<file path="src/rtl/hawk_beacon_sequencer.sv">
// hawk_beacon_sequencer: pedestrian hybrid beacon (HAWK) lamp sequencer.
// Walks DARK -> FLASH_Y -> STEADY_Y -> STEADY_R -> ALT_R -> RECOVER under a
// tick time base, latching pedestrian requests and driving registered lamps.
// Optional build macro HAWK_COUNTDOWN_EN: when defined, countdown reports the
// remaining clearance ticks during ALT_R; otherwise countdown is tied to 0.
// Handshake note: there is no valid/ready traffic here; ped_btn is a level
// sampled every clk and tick is a one-clk-wide enable pulse.
module hawk_beacon_sequencer #(
    parameter int T_FY   = 4,
    parameter int T_SY   = 3,
    parameter int T_WALK = 7,
    parameter int T_CLR  = 10,
    parameter int T_REC  = 20
) (
    input  logic       clk,
    input  logic       reset,
    input  logic       tick,
    input  logic       ped_btn,
    output logic       y_lamp,
    output logic       r_left,
    output logic       r_right,
    output logic       walk,
    output logic       dnw,
    output logic       busy,
    output logic       req_pending,
    output logic [4:0] countdown,
    output logic [2:0] state
);

    typedef enum logic [2:0] {
        S_DARK     = 3'd0,
        S_FLASH_Y  = 3'd1,
        S_STEADY_Y = 3'd2,
        S_STEADY_R = 3'd3,
        S_ALT_R    = 3'd4,
        S_RECOVER  = 3'd5
    } state_t;

    state_t     state_q, state_d;
    logic [4:0] timer_q, timer_d;
    logic       flash_q, flash_d;
    logic       req_q, req_d;
    logic       y_q, y_d, rl_q, rl_d, rr_q, rr_d;
    logic       walk_q, walk_d, dnw_q, dnw_d, busy_q, busy_d;
    logic       load;

    // Next-state, timer, flash phase and request latch.
    always_comb begin
        state_d = state_q;
        timer_d = timer_q;
        flash_d = flash_q;
        load    = 1'b0;
        // Presses count only while the crossing is not already being announced.
        req_d   = req_q | (ped_btn & ((state_q == S_DARK) || (state_q == S_STEADY_R) ||
                                      (state_q == S_ALT_R) || (state_q == S_RECOVER)));
        case (state_q)
            S_DARK: begin
                if (tick && req_d) begin
                    state_d = S_FLASH_Y;
                    load    = 1'b1;
                end
            end
            S_FLASH_Y, S_STEADY_Y, S_STEADY_R, S_ALT_R, S_RECOVER: begin
                if (tick) begin
                    if (timer_q == 5'd1) begin
                        load = 1'b1;
                        case (state_q)
                            S_FLASH_Y:  state_d = S_STEADY_Y;
                            S_STEADY_Y: state_d = S_STEADY_R;
                            S_STEADY_R: state_d = S_ALT_R;
                            S_ALT_R:    state_d = S_RECOVER;
                            default:    state_d = req_d ? S_FLASH_Y : S_DARK;
                        endcase
                    end else begin
                        timer_d = timer_q - 5'd1;
                        flash_d = ~flash_q;
                    end
                end
            end
            default: begin
                state_d = S_DARK;
                timer_d = 5'd0;
                flash_d = 1'b0;
            end
        endcase
        // Entry actions: load the new state's duration and restart the flash phase.
        if (load) begin
            case (state_d)
                S_FLASH_Y: begin
                    timer_d = 5'(T_FY);
                    flash_d = 1'b1;
                    req_d   = 1'b0;
                end
                S_STEADY_Y: timer_d = 5'(T_SY);
                S_STEADY_R: timer_d = 5'(T_WALK);
                S_ALT_R: begin
                    timer_d = 5'(T_CLR);
                    flash_d = 1'b1;
                end
                S_RECOVER: timer_d = 5'(T_REC);
                default: begin
                    timer_d = 5'd0;
                    flash_d = 1'b0;
                end
            endcase
        end
    end

    // Lamp decode from the upcoming state so outputs land with the state register.
    always_comb begin
        y_d    = 1'b0;
        rl_d   = 1'b0;
        rr_d   = 1'b0;
        walk_d = 1'b0;
        dnw_d  = 1'b1;
        busy_d = (state_d != S_DARK);
        case (state_d)
            S_FLASH_Y:  y_d = flash_d;
            S_STEADY_Y: y_d = 1'b1;
            S_STEADY_R: begin
                rl_d   = 1'b1;
                rr_d   = 1'b1;
                walk_d = 1'b1;
                dnw_d  = 1'b0;
            end
            S_ALT_R: begin
                rl_d  = flash_d;
                rr_d  = ~flash_d;
                dnw_d = flash_d;
            end
            default: ;
        endcase
    end

    // State, timer and registered outputs.
    always_ff @(posedge clk or negedge reset) begin
        if (!reset) begin
            state_q <= S_DARK;
            timer_q <= 5'd0;
            flash_q <= 1'b0;
            req_q   <= 1'b0;
            y_q     <= 1'b0;
            rl_q    <= 1'b0;
            rr_q    <= 1'b0;
            walk_q  <= 1'b0;
            dnw_q   <= 1'b1;
            busy_q  <= 1'b0;
        end else begin
            state_q <= state_d;
            timer_q <= timer_d;
            flash_q <= flash_d;
            req_q   <= req_d;
            y_q     <= y_d;
            rl_q    <= rl_d;
            rr_q    <= rr_d;
            walk_q  <= walk_d;
            dnw_q   <= dnw_d;
            busy_q  <= busy_d;
        end
    end

`ifdef HAWK_COUNTDOWN_EN
    logic [4:0] countdown_q, countdown_d;

    // Clearance countdown mirrors the timer only while the reds alternate.
    always_comb begin
        countdown_d = (state_d == S_ALT_R) ? timer_d : 5'd0;
    end

    // Countdown register.
    always_ff @(posedge clk or negedge reset) begin
        if (!reset) countdown_q <= 5'd0;
        else        countdown_q <= countdown_d;
    end

    assign countdown = countdown_q;
`else
    assign countdown = 5'd0;
`endif

    assign y_lamp      = y_q;
    assign r_left      = rl_q;
    assign r_right     = rr_q;
    assign walk        = walk_q;
    assign dnw         = dnw_q;
    assign busy        = busy_q;
    assign req_pending = req_q;
    assign state       = state_q;

endmodule

</file>
<file path="config.mk">
export PLATFORM = sky130hd
export DESIGN_NAME = hawk_beacon_sequencer
export DESIGN_NICKNAME = d
export VERILOG_FILES = /design/src/rtl/hawk_beacon_sequencer.sv
export SDC_FILE = /design/constraint.sdc
export NUM_CORES = 1
export LEC_CHECK = 0
export ABC_AREA = 1
export CAP_MARGIN = 25
export CORE_ASPECT_RATIO = 1.25
export CORE_UTILIZATION = 55
export CTS_CLUSTER_SIZE = 25
export DETAILED_ROUTE_END_ITERATION = 6
export GPL_TIMING_DRIVEN = 0
export PLACE_DENSITY = 0.94
export SYNTH_ARGS = -nofsm -noshare
export SYNTH_HDL_FRONTEND = slang
export SYNTH_SLANG_ARGS = --single-unit
</file>
<file path="constraint.sdc">
create_clock -name clk -period 3.93 [get_ports clk]
set_input_delay 0.786 -clock clk [delete_from_list [all_inputs] [get_ports clk]]
set_output_delay 0.786 -clock clk [all_outputs]
set_load 0.05 [all_outputs]
</file>
==> results.sh <==
export IMPL_run_status="complete, no violations"
export IMPL_synth_top_area_frac=0.3619
export IMPL_max_freq_mhz=416.1
export IMPL_antenna_found_initial=0
export IMPL_synth_most_common_cell="nand2_1"
export IMPL_cts_resized=0
export IMPL_p_per_area_nw_per_um2=722.4
export IMPL_clockRootBuffer="clkbuf_4"
export IMPL_synthTopCellsByCount="nand2_1, dfrtp_1, inv_1, nor2_1, nand3_1"
export IMPL_num_io_pins=19
export IMPL_cts_path_max_buffers=2
export IMPL_async_flop_share=1.000
export IMPL_syn_cell_area_um2=1037
export IMPL_fp_dieH_um=50.56
export IMPL_path_delay_family="buffers and inverters"
export IMPL_rsz0062_at_grt="no"
export IMPL_htreeDepth=1
export IMPL_rrSetupSlack_ns=2.09
export IMPL_floorplan_initialDensity=0.5875
export IMPL_swShare=0.5101
export IMPL_switchingPower_uw=454.1
export IMPL_ant_nets=0
export IMPL_nets=158
export IMPL_pwr_share_clk=0.107
export IMPL_cell_internal_pwr_uw=436.2
export IMPL_synth_edf_count=0
export IMPL_fin_skew_ns=0.01300
export IMPL_ff2ff_path_depth=11
export IMPL_setup_viol=0
export IMPL_ys_seq_elements=16
export IMPL_grt_overflow=0
export IMPL_maxSlewViolCount=0
export IMPL_ys_types=30
export IMPL_vias=922
export IMPL_critPathKind="reg2out"
export IMPL_max_cap_viol_count=0
export IMPL_worstSetupStartpointType="flip-flop"
export IMPL_synth_area_leader_cell="dfrtp_1"
export IMPL_r2r_start="timer_q[1]"
export IMPL_nFillCells=157
export IMPL_whs_path_depth=2
export IMPL_insertion_delay_ns=0.30
export IMPL_min_delay_path_class="reg2reg"
export IMPL_drive_gt1_frac=0.1987
export IMPL_pwr_share_seq=0.285
export IMPL_ir_drop_v=0.0003722
export IMPL_synthCells=130
export IMPL_max_slew_margin_rel=0.5310
export IMPL_critPathRequiredTime_ns=3.14
export IMPL_synth_ff_type="dfrtp_1"
export IMPL_dp_hpwl_mm=1.648
export IMPL_finalHoldViolCount=0
export IMPL_diodes=0
export IMPL_syn_to_final_growth_pct=18.82
export IMPL_r2r_end="flash_q"
export IMPL_rows=17
export IMPL_grt_use_total=0.2427
export IMPL_place_congestion=0.9237
export IMPL_tns_ns=0
export IMPL_yosysSeqAreaShare=0.3872
export IMPL_dieArea_um2=2065
export IMPL_tritoncts="built"
export IMPL_synth_area_top_cells="dfrtp_1, nand2_1, nand3_1"
export IMPL_finalCriticalPeriod_ns=2.403
export IMPL_finalCritPeriodShare=0.6115
export IMPL_die_x_um=40.84
export IMPL_drcViolationCount=0
export IMPL_tightest_slew_ns=0.7013
export IMPL_numPortBuffers=13
export IMPL_routed_wl_mm=2.144
export IMPL_critPathArrivalTime_ns=1.62
export IMPL_cp_max_fo=7
export IMPL_whs_endpoint="timer_q[1]"
export IMPL_hold_slack_ns=0.5782
export IMPL_grt_pass1_wl_mm=3.415
export IMPL_crit_buf_inv=1
export IMPL_pwr_share_comb=0.608
export IMPL_routedWlPerCell_um=12.61
export IMPL_grt_max_degree=17
export IMPL_clk_pin_slew_ns=0.10
export IMPL_setup_worst_path_end_class="output port"
export IMPL_path_cells="clkdlybuf4s50_1"
export IMPL_first_global_vias=859
export IMPL_drt_pass1_iter_count=4
export IMPL_ys_warn_count=0
export IMPL_cts_setup_buffers=0
export IMPL_core_area_um2=1765
export IMPL_clkSinkCount=16
export IMPL_min_from="timer_q[1]"
export IMPL_cts_hold_fix_buffers=0
export IMPL_cts_buffers=3
export IMPL_avgSynthCellArea_um2=7.979
export IMPL_critical_path_slowest_cell="clkdlybuf4s50_1"
export IMPL_p_leak_nw=0.6424
export IMPL_drt_iter0_drc=21
export IMPL_slowest_delay_ns=0.85
export IMPL_via_per_inst=5.424
## power by group through the flow
stage | registers (mW) | logic [mW] | clock network (mW)
2_1_floorplan | 0.320 | 0.352 | 0
3_3_place_gp | 0.252 | 0.511 | 0
3_5_place_dp | 0.256 | 0.535 | 0
4_1_cts | 0.252 | 0.539 | 0.0940
5_1_grt | 0.259 | 0.593 | 0.0996
6_report | 0.253 | 0.541 | 0.0954
## cell usage in the layout (no fill, tap or decap)
cell	netlist	layout
conb_1	1	5
nand3_2	1	1
nor3_1	1	1
clkbuf_4	0	3
nand4_2	1	1
nor2_1	12	12
nor2_8	1	1
nand2_4	3	3
nand3_1	11	11
nor2_4	1	1
ha_1	2	2
o2111ai_1	1	1
inv_1	14	14
dfrtp_1	15	15
o21ai_2	1	1
clkbuf_1	0	1
and2_4	1	1
o211ai_1	3	3
xor2_1	2	2
nand2_2	1	1
nor2_2	1	1
buf_4	5	5
xnor2_1	1	1
a21oi_1	4	4
dfstp_2	1	1
nand4_1	3	3
clkdlybuf4s50_1	0	13
o21ai_0	2	2
inv_2	8	8
nand2_8	1	1
a22oi_1	1	1
nand2_1	30	30
nand3_4	1	1
## layout make-up
class	instances	area, µm²	area share
buffer	5	37.54	0.03046
multi-input combinational	91	530.5	0.4305
clock buffer	4	26.28	0.02132
timing repair buffer	13	130.1	0.1056
sequential	16	401.6	0.3259
tap	19	23.77	0.01929
inverter	22	82.58	0.06701
## registers in the layout (all words and copies together), names as in the netlist
signal	flops
flash_q	1
req_pending	1
dnw	1
r_left	1
walk	1
timer_q	5
y_lamp	1
state	3
busy	1
r_right	1
## metrics by stage
| stage | instances | power, mW | utilization | area [µm²] | setup slack [ns] |
|---|---|---|---|---|---|
| detailed placement | 166 | 0.7910 | 0.6832 | 1206 | 1.360 |
| finish | 170 | 0.8903 | 0.6981 | 1232 | 1.527 |
| CTS | 170 | 0.8856 | 0.6981 | 1232 | 1.528 |
| global route | 170 | 0.9521 | 0.6981 | 1232 | 1.490 |
| global placement | 166 | 0.7629 | 0.6832 | 1206 | 1.429 |
| floorplan | 134 | 0.6715 | - | 1052 | 2.145 |
## logic make-up (layout without fill, tap and decap cells)
| family | Yosys count | after routing | share of synthesized area |
|---|---|---|---|
| adders and majority gates | 2 | 2 | 0.02412 |
| buffers and inverters | 27 | 44 | 0.1158 |
| AOI/OAI and AO/OA | 12 | 12 | 0.07479 |
| DFF | 16 | 16 | 0.3872 |
| other | 1 | 5 | 0.003615 |
| and+or+nand+nor | 69 | 69 | 0.3691 |
| xor gates and xnor gates | 3 | 3 | 0.02534 |
## routing by layer
layer  track usage  up-vias  part of all wire
li1              -      449                 -
met1        0.2794      442              0.41
met2        0.3984       27              0.53
met3       0.04425        4             0.044
met4        0.1278        0             0.015
met5             0        -                 0
## worst max-delay path by stage
| stage | from | end | slack (ns) | depth (start not counted) |
|---|---|---|---|---|
| after floorplan | state[2] | timer_q[1] | 2.15 | 10 |
| after global placement | tick | flash_q | 1.43 | 10 |
| after detailed placement | tick | flash_q | 1.36 | 10 |
| after CTS | dnw | dnw | 1.53 | 1 |
| after global routing | state[2] | state[2] | 1.49 | 1 |
| final | state[2] | state[2] | 1.53 | 1 |
Note: power is estimated with default switching activity, not from simulation.
